### config.mk
export PLATFORM = sky130hd
export DESIGN_NAME = buf_capture_ctrl
export DESIGN_NICKNAME = d
export VERILOG_FILES = /design/src/rtl/buf_capture_ctrl.sv
export SDC_FILE = /design/constraint.sdc
export NUM_CORES = 1
export LEC_CHECK = 0
export ABC_CLOCK_PERIOD_IN_PS = 1700
export BUFFER_PORTS_ARGS = -buffer_cell sky130_fd_sc_hd__buf_4
export CAP_MARGIN = 10
export CELL_PAD_IN_SITES_DETAIL_PLACEMENT = 0
export CELL_PAD_IN_SITES_GLOBAL_PLACEMENT = 1
export CORE_MARGIN = 4
export CORE_UTILIZATION = 48
export CTS_CLUSTER_SIZE = 40
export DETAILED_ROUTE_END_ITERATION = 6
export PLACE_DENSITY = 0.81
export RECOVER_POWER = 25
export SETUP_SLACK_MARGIN = 0.1
export SKIP_LAST_GASP = 1
export SLEW_MARGIN = 20
export SYNTH_ARGS = -nofsm -noshare
export SYNTH_HDL_FRONTEND = slang
export SYNTH_SLANG_ARGS = --single-unit
### constraint.sdc
create_clock -name clk -period 1.7 [get_ports clk]
set_input_delay 0.17 -clock clk [delete_from_list [all_inputs] [get_ports clk]]
set_output_delay 0.17 -clock clk [all_outputs]
set_load 0.05 [all_outputs]
### src/rtl/buf_capture_ctrl.sv
// buf_capture_ctrl
//   Sample buffer sequencer. A start pulse in IDLE arms the controller. It
//   then captures exactly DEPTH din_vld samples into an internal DEPTH x DW
//   array and drains them in order over a dout_vld/dout_rdy handshake.
//   A registered done pulse follows the final accepted entry.
//
//   Configuration macro: BUF_CTRL_CONT_EN
//     defined   : after the final transfer the controller re-enters CAPTURE
//                 and keeps capturing and draining until abort.
//     undefined : single-shot operation. The final transfer returns to IDLE.
//
// Ports
//   clk      in   clock; all state changes on the rising edge
//   rstn     in   asynchronous active-low reset
//   start    in   arm request; honoured only in IDLE
//   abort    in   synchronous abort to IDLE; highest priority
//   din      in   [DW-1:0] sample data
//   din_vld  in   din valid this cycle
//   dout     out  [DW-1:0] buffer entry at the read pointer
//   dout_vld out  dout valid (READ state)
//   dout_rdy in   consumer accepts dout
//   busy     out  high in CAPTURE or READ
//   done     out  one-cycle pulse after the last entry is accepted
//   wr_ptr   out  [AW-1:0] current write index (debug)
module buf_capture_ctrl #(
  parameter  int DW    = 4,
  parameter  int DEPTH = 8,
  localparam int AW    = $clog2(DEPTH)
) (
  input  logic          clk,
  input  logic          rstn,
  input  logic          start,
  input  logic          abort,
  input  logic [DW-1:0] din,
  input  logic          din_vld,
  output logic [DW-1:0] dout,
  output logic          dout_vld,
  input  logic          dout_rdy,
  output logic          busy,
  output logic          done,
  output logic [AW-1:0] wr_ptr
);

  typedef enum logic [1:0] {
    IDLE    = 2'd0,
    CAPTURE = 2'd1,
    READ    = 2'd2
  } state_t;

  localparam logic [AW-1:0] LAST_IDX = AW'(DEPTH - 1);

  state_t          state_q, state_d;
  logic [AW-1:0]   wr_ptr_q, wr_ptr_d;
  logic [AW-1:0]   rd_ptr_q, rd_ptr_d;
  logic            done_q, done_d;
  logic            wr_en;
  logic [DW-1:0]   mem_q [DEPTH];

  always_comb begin
    state_d  = state_q;
    wr_ptr_d = wr_ptr_q;
    rd_ptr_d = rd_ptr_q;
    done_d   = 1'b0;
    wr_en    = 1'b0;

    if (abort) begin
      state_d  = IDLE;
      wr_ptr_d = '0;
      rd_ptr_d = '0;
    end else begin
      unique case (state_q)
        IDLE: begin
          if (start) begin
            state_d  = CAPTURE;
            wr_ptr_d = '0;
          end
        end
        CAPTURE: begin
          if (din_vld) begin
            wr_en    = 1'b1;
            wr_ptr_d = wr_ptr_q + AW'(1);
            if (wr_ptr_q == LAST_IDX) begin
              state_d  = READ;
              rd_ptr_d = '0;
            end
          end
        end
        READ: begin
          if (dout_rdy) begin
            rd_ptr_d = rd_ptr_q + AW'(1);
            if (rd_ptr_q == LAST_IDX) begin
              done_d = 1'b1;
`ifdef BUF_CTRL_CONT_EN
              state_d  = CAPTURE;
              wr_ptr_d = '0;
`else
              state_d  = IDLE;
`endif
            end
          end
        end
        default: begin
          state_d  = IDLE;
          wr_ptr_d = '0;
          rd_ptr_d = '0;
        end
      endcase
    end
  end

  always_ff @(posedge clk or negedge rstn) begin
    if (!rstn) begin
      state_q  <= IDLE;
      wr_ptr_q <= '0;
      rd_ptr_q <= '0;
      done_q   <= 1'b0;
    end else begin
      state_q  <= state_d;
      wr_ptr_q <= wr_ptr_d;
      rd_ptr_q <= rd_ptr_d;
      done_q   <= done_d;
    end
  end

  // Buffer contents are kept across abort; only reset clears them.
  always_ff @(posedge clk or negedge rstn) begin
    if (!rstn) begin
      for (int unsigned i = 0; i < DEPTH; i++) begin
        mem_q[i] <= '0;
      end
    end else if (wr_en) begin
      mem_q[wr_ptr_q] <= din;
    end
  end

  assign dout     = mem_q[rd_ptr_q];
  assign dout_vld = (state_q == READ);
  assign busy     = (state_q != IDLE);
  assign done     = done_q;
  assign wr_ptr   = wr_ptr_q;

endmodule

# After elaboration in Yosys (flattened, before gate mapping)
# Cells that the tools add are included.
[totals] mem_bits_ro=0 latch_bits=0 memories=0 in_bits=10 ram_bits=0 register_bits=41
[classes] n_bitwise=2 n_div=0 eq_ne=11 order_cmp=3 mul=0 n_reduce_logical=6 n_shift=0 addsub=2 mux=29
[op_table] operator="bitwise mux 32 bit" n=1
[op_table] operator="two-way mux 3 bit" n=7
[op_table] operator="case mux 3 bit (3 select lines)" n=2
[op_table] operator="binary-select mux 4 bit (select 3 bit)" n=1
[op_table] operator="demux 4 bit (select 3 bit)" n=1
[op_table] operator="two-way mux 2 bit" n=6
[op_table] operator="two-way mux 4 bit" n=3
[op_table] operator="inequality test 3 bit, second input constant" n=3
[op_table] operator="greater-or-equal comparator 4 bit, second input constant" n=2
[op_table] operator="inverter 3 -> 4 bit" n=2
[op_table] operator="two-way mux 1 bit" n=7
[op_table] operator="adder 3 x 1 -> 3 bit, second input constant" n=2
[op_table] operator="equality test 3 bit, second input constant" n=2
[op_table] operator="inequality test 3 x 2 -> 1 bit, second input constant" n=2
[op_table] operator="case mux 2 bit (3 select lines)" n=1
[op_table] operator="AND reduction 5 bit" n=1
[op_table] operator="less-than comparator 4 x 1 -> 1 bit, second input constant" n=1
[op_table] operator="inequality test 2 bit, second input constant" n=2
[op_table] operator="AND reduction 4 bit" n=1
[op_table] operator="AND reduction 3 bit" n=1
[op_table] operator="equality test 2 x 1 -> 1 bit, second input constant" n=1
[op_table] operator="equality test 2 bit, second input constant" n=1
[op_table] operator="zero test 2 bit" n=1
[op_table] operator="nonzero test 2 bit" n=1
[op_table] operator="logical AND 1 bit" n=1

# Longest topological paths before layout
# Gate-level depths: netlist of run 1.
[depth] depth_word=6 depth_mapped=5

# Least setup slack after synthesis of run 1
# Ideal clock, no wire load.
[synth_path] path_kind="reg-to-reg" startpoint="register wr_ptr_q[1], in the netlist wr_ptr[1]" endpoint="register mem_q[4] (netlist bit)" required_time_ns=1.575 t_arrival_ns=1.622 stages_incl_launch_ff=4 path_slack_ns=-0.047 setup_ns=0.125 cell_sequence="dfrtp_1 > and4bb_2 > nor3b_4 > mux2_2"
[synth_via] elab_chain_cells=6 elab_cells_between_ends=7
[synth_rtl] element="start, declared" line="53" rtl="logic [AW-1:0] wr_ptr_q, wr_ptr_d;"
[synth_rtl] element="start signal, assigned" line="119" rtl="wr_ptr_q <= wr_ptr_d;"
[synth_rtl] element="inverter 3 -> 4 bit (not written as such) (*)" line="132" rtl="mem_q[wr_ptr_q] <= din;"
[synth_rtl] element="greater-or-equal comparator 4 bit (not written as such) or less-than comparator 4 x 1 -> 1 bit (tied branches)" line="132"
[synth_rtl] element="logical AND 1 bit (not written as such)" line="132"
[synth_rtl] element="two-way mux 4 bit (not written as such)" line="132"
[synth_rtl] element="demux 4 bit (select 3 bit) (*)" line="132"
[synth_rtl] element="bitwise mux 32 bit (*)" line="132"
[synth_rtl] element="end signal, assigned by index" line="132"
[synth_rtl] element="end, declared" line="57" rtl="logic [DW-1:0] mem_q [DEPTH];"
# Mark *: on every way between the ends. The rest lies on a longest branch, timed or not.
# A chain may end at the register's enable or synchronous reset.

# Worst setup path in the final report of run 1
[layout_path] startpoint="register rd_ptr_q[0]" endpoint="output dout[3]"
[layout_via] elab_chain_cells=4
[layout_rtl] element="start, declared" line="54" rtl="logic [AW-1:0] rd_ptr_q, rd_ptr_d;"
[layout_rtl] element="start signal, assigned" line="120" rtl="rd_ptr_q <= rd_ptr_d;"
[layout_rtl] element="inverter 3 -> 4 bit (not written as such)" line="136" rtl="assign dout = mem_q[rd_ptr_q];"
[layout_rtl] element="binary-select mux 4 bit (select 3 bit)" line="136"
[layout_rtl] element="two-way mux 4 bit (not written as such) (2 in series)" line="136"
[layout_rtl] element="end, declared" line="36" rtl="output logic [DW-1:0] dout,"
# No other way between the ends. The select of a mux whose other input is x is not followed.

==> results.ini, run 1 <==
[finish]
finish.cell_count_without_fillers=222
post_route_cells_drive_above_1_share_pct=58.7
num_antenna_cells=0
final_design_area_no_fill_um2=2560
layout.filler_cells=303
design.final.nets=185
area_growth_pct=28.2

[setup_path]
worstRegToRegCells=5
end_kind=output pin
timing.critical_path.from_type=flop
cp_slowest_cell=mux4_2
r2r_slack_ns=0.09
timing.rr.end=mem_q[8]
path_cells=buf_12, mux4_2, mux2_4, buf_8
critPathRequiredTime_ns=1.53
crit_buf_inv=2
slowest_delay_ns=0.50
crit_path_class=flop to output pin
timing.critical_path.fanout_max=6
reg2reg_from=wr_ptr[1]
critical-path-top-delay-family=multiplexers
critPathArrivalTime_ns=1.80

[drt]
via_per_inst=5.62
count_of_nets_left_with_antenna_violations_after_detail_routing=0
detail_route.first_pass.iterations=4
route.detailed.drc=0
via_count=1247
wire_per_inst_um=18.9
drt_first_iter_violations=51
routed_wl_mm=4.19

[synthesis]
yosys_most_used_dff=dfrtp_1
ys_seq_area_share_pct=51.3
synth.most_common_cell=dfrtp_1
post_synth_instance_area_um2=2000
syn_avg_cell_area_um2=14.9
synth-warning-count=0
synthesis.instances=134
synth.top_cells.by_area=dfrtp_1 (51%), mux2_2 (21%), mux4_2 (9.0%)
ys_async_sr_fraction_pct=100
synthDistinctLibCells=27
ys_seq_elements=41
synth_edf_count=0
synth_top_area_share_pct=51.3
synth_commonest_cells=dfrtp_1 (41), mux2_2 (37), mux4_2 (8), nand2_1 (5)
synth_fp_nets=148
post-synth-top-area-cell=dfrtp_1

[grt]
via_count_of_the_first_global_routing_pass=1323
groute.usage.overall_pct=17.5
antenna_violations_before_repair=0
wire_length_of_the_first_global_routing_pass_mm=6.78
grt_start_max_net_pins=42
overflow=0

[hold_path]
worst_hold_path.num_cells=2
hold-path-endpoint=rd_ptr_q[0]
hold_path_class=input port to flop
timing.hold.worst.start=abort

[power]
seq_power_share_pct=44.9
switching_power_uw=557
cellPowerDensity_nw_per_um2=909
power.combinational.fraction_pct=15.9
ir_drop_uv=521
pwr-share-clk_pct=39.2
internal_power_uw=1770
total_leakage_power_uw=0.00118
fraction_of_power_spent_switching_nets_pct=23.9
finalPower_uw=2330

[sta]
final_report_max_slew_violation_count=0
timing.final.ws_setup_ns=-0.273
report.final.setup_viol=4
fin_crit_sh_pct=116
rsz_0062_raised_after_global_routing=yes
fin_skew_ns=0.00370
worstMarginPinSlew_ns=0.977
slew-limit-headroom_pct=34.9
fmax_ghz=0.507
final-hold-violation-count=0
timing.final.crit_period_ns=1.97

[cts]
skew_pair_late_insertion_delay_ns=0.29
cts.sinks=41
cts_tree=yes
cts_root_buf=clkbuf_8
clk_pin_slew_ns=0.07
clock_tree.buffer_depth=2
cts-buffers-inserted=5
cts_max_level=2

[die]
io_pins=20
die_area_um2=5260
standard_cell_rows=23
start_util_pct=49.6
die_x_um=72.5
chip_height_um=72.5
core_footprint_um2=4030

[run_status]
violated_checks=setup timing
outcome=finished, violations left

[placed_design]
dp_slack_ns=0.0267
gp_congestion=0.786
port-buffer-count=19
placed_cells_incl_taps=202
hpwl_mm=2.89
post_dp_cell_area_um2=2230

[flow_run]
cap_viol_max_count=0

worst max path at each step:
stage	start	end	slack, ns	cells past startpoint
4_1_cts	rd_ptr_q[0]	dout[3]	-0.28	4
6_report	rd_ptr_q[0]	dout[3]	-0.27	4
3_3_place_gp	rd_ptr_q[0]	dout[2]	0.05	4
5_1_grt	rd_ptr_q[0]	dout[3]	-0.33	4
3_5_place_dp	rd_ptr_q[0]	dout[2]	0.03	4
2_1_floorplan	rd_ptr_q[0]	dout[0]	0.12	3
flip-flops by register name, summed over array words and instances, names as in the netlist:
name	cells
mem_q	32
state_q	2
done	1
rd_ptr_q	3
wr_ptr	3
layer usage:
layer	global-route usage (%)	routed length [µm]
met1	23.1	1970
met5	0	0
met2	27.4	2020
met3	5.40	117
met4	6.15	86
timing repair:
item,CTS,global route
setup endpoints to repair,16,32
setup buffers,6,5
gates resized for setup,10,18
hold endpoints to repair,41,0
pin swaps,2,6
hold buffers,1,0
power by group through the flow:
stage | sequential, µW | combinational, µW | clock (µW)
6_report | 1050 | 369 | 914
5_1_grt | 1050 | 393 | 982
4_1_cts | 1050 | 358 | 935
3_5_place_dp | 1070 | 334 | 0
3_3_place_gp | 1060 | 325 | 0
2_1_floorplan | 1060 | 224 | 0
per-stage QoR:
| step | setup TNS (ns) | hold WS (ns) | util, % |
|---|---|---|---|
| global route | -1.28 | 0.126 | 63.6 |
| finish | -1.05 | 0.123 | 63.6 |
| CTS | -1.13 | 0.116 | 60.9 |
| detailed placement | 0 | 0.173 | 55.3 |
| floorplan | 0 | -0.126 | - |
| global placement | 0 | 0.171 | 55.3 |
cell usage in the layout, fill, tap and decap left out, types with 4 or more instances in the layout:
cell type / n
clkbuf_8: 5
buf_4: 25
dfrtp_1: 38
buf_6: 7
mux4_2: 8
mux2_2: 22
nand2_1: 5
a21oi_1: 4
mux2_4: 15
layout make-up:
type,count,area [µm²],area share [%]
Sequential cell,41,1030,40.2
Tap cell,50,62.6,2.44
Timing Repair Buffer,36,317,12.3
Multi-Input combinational cell,87,1020,39.8
Clock inverter,3,65.1,2.54
Clock buffer,5,68.8,2.68
cell families (layout without fill, tap and decap cells):
logic type / count (synthesis) / after routing / synth area share (%)
flops: 41 / 41 / 51.3
buf+inv: 6 / 44 / 1.69
mux: 45 / 45 / 29.8
fa+ha+maj: 4 / 4 / 2.50
simple gates: 27 / 27 / 11.3
compound gates: 11 / 11 / 3.32
Power figures use the tool's default switching activity.
==> run 2: changes to the inputs <==
--- a/config.mk
+++ b/config.mk
@@ -14,7 +14,7 @@
 export CORE_UTILIZATION = 48
 export CTS_CLUSTER_SIZE = 40
 export DETAILED_ROUTE_END_ITERATION = 6
-export PLACE_DENSITY = 0.81
+export PLACE_DENSITY_LB_ADDON = 0.1
 export RECOVER_POWER = 25
 export SETUP_SLACK_MARGIN = 0.1
 export SKIP_LAST_GASP = 1
==> results.ini, run 2 (synthesized netlist as in run 1, its figures left out) <==
[sta]
final_report_max_slew_violation_count=0
fin_crit_sh_pct=115
slew-limit-headroom_pct=34.0
report.final.setup_viol=4
fin_skew_ns=0.00619
rsz_0062_raised_after_global_routing=yes
worstMarginPinSlew_ns=0.990
timing.final.ws_setup_ns=-0.261
final-hold-violation-count=0
fmax_ghz=0.510
timing.final.crit_period_ns=1.96

[cts]
cts-buffers-inserted=5
cts.sinks=41
cts_tree=yes
clock_tree.buffer_depth=2
cts_root_buf=clkbuf_8
cts_max_level=2
clk_pin_slew_ns=0.08
skew_pair_late_insertion_delay_ns=0.29

[finish]
max_flop_register=mem_q
post_route_cells_drive_above_1_share_pct=59.5
layout.cells.most_common_list=dfrtp_1 (38), mux2_2 (26), buf_4 (25)
final_design_area_no_fill_um2=2520
num_antenna_cells=0
final_common_cell=dfrtp_1
layout.filler_cells=304
multiInputGateArea_um2=1010
area_growth_pct=26.2
sequential_cell_area_um2=1030
largest_reg_flops=32
finish.cell_count_without_fillers=223
design.final.nets=186

[power]
cellPowerDensity_nw_per_um2=825
ir_drop_uv=670
total_leakage_power_uw=0.00117

[placed_design]
gp_congestion=0.774
placed_cells_incl_taps=205
post_dp_cell_area_um2=2250
port-buffer-count=19

[setup_path]
critPathRequiredTime_ns=1.53
cp_slowest_cell=mux4_2
slowest_delay_ns=0.51
timing.critical_path.from_type=flop
crit_path_class=flop to output pin
path_cells=buf_6, mux4_2, mux2_4, buf_6
timing.critical_path.fanout_max=3
end_kind=output pin
critPathMostFrequentCell=buf_6
critPathArrivalTime_ns=1.79

[die]
io_pins=20
die_area_um2=5260
start_util_pct=49.6
die_x_um=72.5
standard_cell_rows=23
core_footprint_um2=4030
chip_height_um=72.5

[grt]
wire_length_of_the_first_global_routing_pass_mm=6.75
overflow=0
grt_start_max_net_pins=42
antenna_violations_before_repair=0
via_count_of_the_first_global_routing_pass=1306
groute.usage.overall_pct=17.3

[hold_path]
hold_path_class=input port to flop

[drt]
via_per_inst=5.65
drt_first_iter_violations=79
count_of_nets_left_with_antenna_violations_after_detail_routing=0
route.detailed.drc=0
detail_route.first_pass.iterations=4
wire_per_inst_um=18.4
routed_wl_mm=4.11
via_count=1260

[run_status]
outcome=finished, violations left
violated_checks=setup timing

[flow_run]
cap_viol_max_count=0

[run 2: worst paths after layout]
path                              from  cells after the start  slack (ns)          end
hold reg to reg               mem_q[1]                      1        0.51     mem_q[1]
setup / recovery           rd_ptr_q[0]                      4       -0.26      dout[3]
hold / removal                   abort                      2        0.16  rd_ptr_q[2]
max in group asynchronous         rstn                      2        0.44    wr_ptr[2]
setup reg to reg            state_q[1]                      4        0.07    mem_q[13]
min in group asynchronous         rstn                      2        0.57  rd_ptr_q[2]
[run 2: area by class of cell]
cell class	count	area share (%)
Clock buffer	6	3.27
Clock inverter	2	0.545
Multi-Input combinational cell	87	39.9
Sequential cell	41	40.8
Tap cell	50	2.48
Timing Repair Buffer	37	13.0
[run 2: repair_timing]
| item | in CTS | in global routing |
|---|---|---|
| hold buffers | 1 | 0 |
| buffers inserted | 9 | 1 |
| cloned | 0 | 0 |
| pin swaps | 3 | 2 |
| setup endpoints to repair | 18 | 20 |
| resized for setup | 11 | 14 |
| endpoints found under the hold margin | 41 | 0 |
[run 2: worst max-delay path, delay by kind of cell, from the launching register on]
kind	cells	cell delay (ns)
mux	2	0.80
flops	1	0.41
buf+inv	2	0.29
[run 2: through the flow]
stage / utilization, % / setup TNS, ns / setup WS, ns / hold slack [ns] / power, µW
6_report: 62.6 / -1.00 / -0.261 / 0.157 / 2080
2_1_floorplan: - / 0 / 0.122 / -0.126 / 1280
5_1_grt: 62.6 / -1.25 / -0.317 / 0.143 / 2180
3_3_place_gp: 55.8 / 0 / 0.0647 / 0.170 / 1390
3_5_place_dp: 55.8 / 0 / 0.0367 / 0.180 / 1400
4_1_cts: 61.2 / -1.07 / -0.281 / 0.123 / 2090
[run 2: routing by layer]
metal	track usage (%)	share of wire [%]	vias up
met5	0	0	-
met4	3.07	0.24	0
met3	4.57	2.9	2
met2	26.9	50	14
met1	24.8	47	653
li1	-	-	591
[run 2: power breakdown]
group | switching, µW | leakage [µW] | internal [µW]
Sequential | 28.2 | 0.000555 | 1020
Clock | 332 | 0.0000512 | 329
Combinational | 199 | 0.000565 | 171
Total | 560 | 0.00117 | 1520
==> run 3: changes to the inputs <==
--- a/config.mk
+++ b/config.mk
@@ -6,14 +6,14 @@
 export NUM_CORES = 1
 export LEC_CHECK = 0
 export ABC_CLOCK_PERIOD_IN_PS = 1700
-export BUFFER_PORTS_ARGS = -buffer_cell sky130_fd_sc_hd__buf_4
 export CAP_MARGIN = 10
 export CELL_PAD_IN_SITES_DETAIL_PLACEMENT = 0
 export CELL_PAD_IN_SITES_GLOBAL_PLACEMENT = 1
 export CORE_MARGIN = 4
-export CORE_UTILIZATION = 48
+export CORE_UTILIZATION = 52
 export CTS_CLUSTER_SIZE = 40
 export DETAILED_ROUTE_END_ITERATION = 6
+export DONT_BUFFER_PORTS = 1
 export PLACE_DENSITY_LB_ADDON = 0.1
 export RECOVER_POWER = 25
 export SETUP_SLACK_MARGIN = 0.1
==> results.ini, run 3 (synthesized netlist as in run 1, its figures left out) <==
[setup_path]
path_cells=buf_12, mux4_2, mux2_4
timing.critical_path.fanout_max=8
critPathRequiredTime_ns=1.53
slowest_delay_ns=0.50
worstRegToRegCells=4
crit_path_class=flop to output pin
timing.critical_path.from_type=flop
end_kind=output pin
critPathArrivalTime_ns=1.70
cp_slowest_cell=mux4_2
r2r_slack_ns=0.09

[die]
chip_height_um=70.0
die_area_um2=4900
start_util_pct=54.2
die_x_um=70.0
standard_cell_rows=22
io_pins=20
core_footprint_um2=3690

[finish]
largest_reg_flops=32
final_common_cell=dfrtp_1
layout.filler_cells=278
post_route_cells_drive_above_1_share_pct=52.3
num_antenna_cells=0
max_flop_register=mem_q
design.final.nets=166
layout.cells.most_common_list=dfrtp_1 (38), mux2_2 (23), mux2_4 (14)
area_growth_pct=18.6

[drt]
routed_wl_mm=4.06
via_count=1195
drt_first_iter_violations=22
route.detailed.drc=0
detail_route.first_pass.iterations=4
wire_per_inst_um=20.2
count_of_nets_left_with_antenna_violations_after_detail_routing=0
via_per_inst=5.95

[grt]
antenna_violations_before_repair=0
wire_length_of_the_first_global_routing_pass_mm=6.67
groute.usage.overall_pct=17.9
overflow=0
grt_start_max_net_pins=42
via_count_of_the_first_global_routing_pass=1228

[sta]
setup-tns-final_ns=-0.670
fmax_ghz=0.534
timing.final.crit_period_ns=1.87
slew-limit-headroom_pct=35.1
report.final.setup_viol=4
fin_crit_sh_pct=110
rsz_0062_raised_after_global_routing=yes
final_report_max_slew_violation_count=0
final-hold-violation-count=0
worstMarginPinSlew_ns=0.973
fin_skew_ns=0.00606
timing.final.ws_setup_ns=-0.172

[cts]
skew_pair_late_insertion_delay_ns=0.29
cts-buffers-inserted=5
cts_max_level=2
cts.sinks=41
cts_tree=yes
cts_root_buf=clkbuf_8
clock_tree.buffer_depth=2
clk_pin_slew_ns=0.08

[placed_design]
dp_slack_ns=0.0700
gp_congestion=0.726
hpwl_mm=2.88
port-buffer-count=0

[run_status]
outcome=finished, violations left
violated_checks=setup timing

[power]
ir_drop_uv=682
total_leakage_power_uw=0.00108
cellPowerDensity_nw_per_um2=902

[hold_path]
worst_hold_path.num_cells=1
hold_path_class=input port to flop

[flow_run]
cap_viol_max_count=0

[run 3: cell types whose count changed in the layout (fill, tap and decap cells not counted), sizes merged]
cell	before	now
clkinv	2	0
buf	35	14
bufinv	0	1
clkbuf	7	8
dlygate4sd3	1	2
[run 3: per-layer routing]
layer	up-vias	GRT usage, %	share of wire, %
met5	-	0	0
met4	0	3.83	0.76
met3	4	5.61	4.3
met2	20	30.1	52
met1	629	22.7	42
li1	542	-	-
[run 3: final timing paths]
check / start / endpoint
min in group asynchronous: rstn / wr_ptr[1]
setup reg to reg: state_q[1] / mem_q[11]
setup / recovery: rd_ptr_q[0] / dout[3]
max in group asynchronous: rstn / wr_ptr[0]
hold / removal: din[1] / mem_q[13]
hold reg to reg: mem_q[4] / mem_q[4]
[run 3: where the power goes]
| part | internal (µW) | switching (µW) |
|---|---|---|
| Clock | 478 | 314 |
| Sequential | 1020 | 34.5 |
| Combinational | 119 | 171 |
| Total | 1620 | 520 |
[run 3: metrics by stage]
step                cells  power, µW  utilization, %  instance area (µm²)  hold WS (ns)
floorplan             134       1280               -                 2010        -0.126
global placement      185       1310            57.3                 2110        -0.124
detailed placement    185       1320            57.3                 2110        -0.124
CTS                   198       2170            62.5                 2310        0.0189
global route          201       2230            64.3                 2370        0.0102
finish                201       2140            64.3                 2370        0.0250
[run 3: final cells by class]
class                           count  area [µm²]  area share [%]
Timing Repair Buffer               17         150            6.33
Multi-Input combinational cell     87        1010            42.8
Clock buffer                        7        86.3            3.64
Sequential cell                    41        1030            43.4
Tap cell                           48        60.1            2.53
Clock inverter                      1        30.0            1.27
[run 3: timing repair]
item	CTS	global route
endpoints found under the setup margin	8	26
endpoints found under the hold margin	47	0
pin swaps	1	5
hold buffers	3	0
gates resized for setup	6	13
cloned	0	0
buffers inserted	2	3
[run 3: worst max-delay path, delay by kind of cell (launching register included)]
kind	cells	cell delay [ns]
muxes	2	0.87
DFF	1	0.39
buffers and inverters	1	0.15
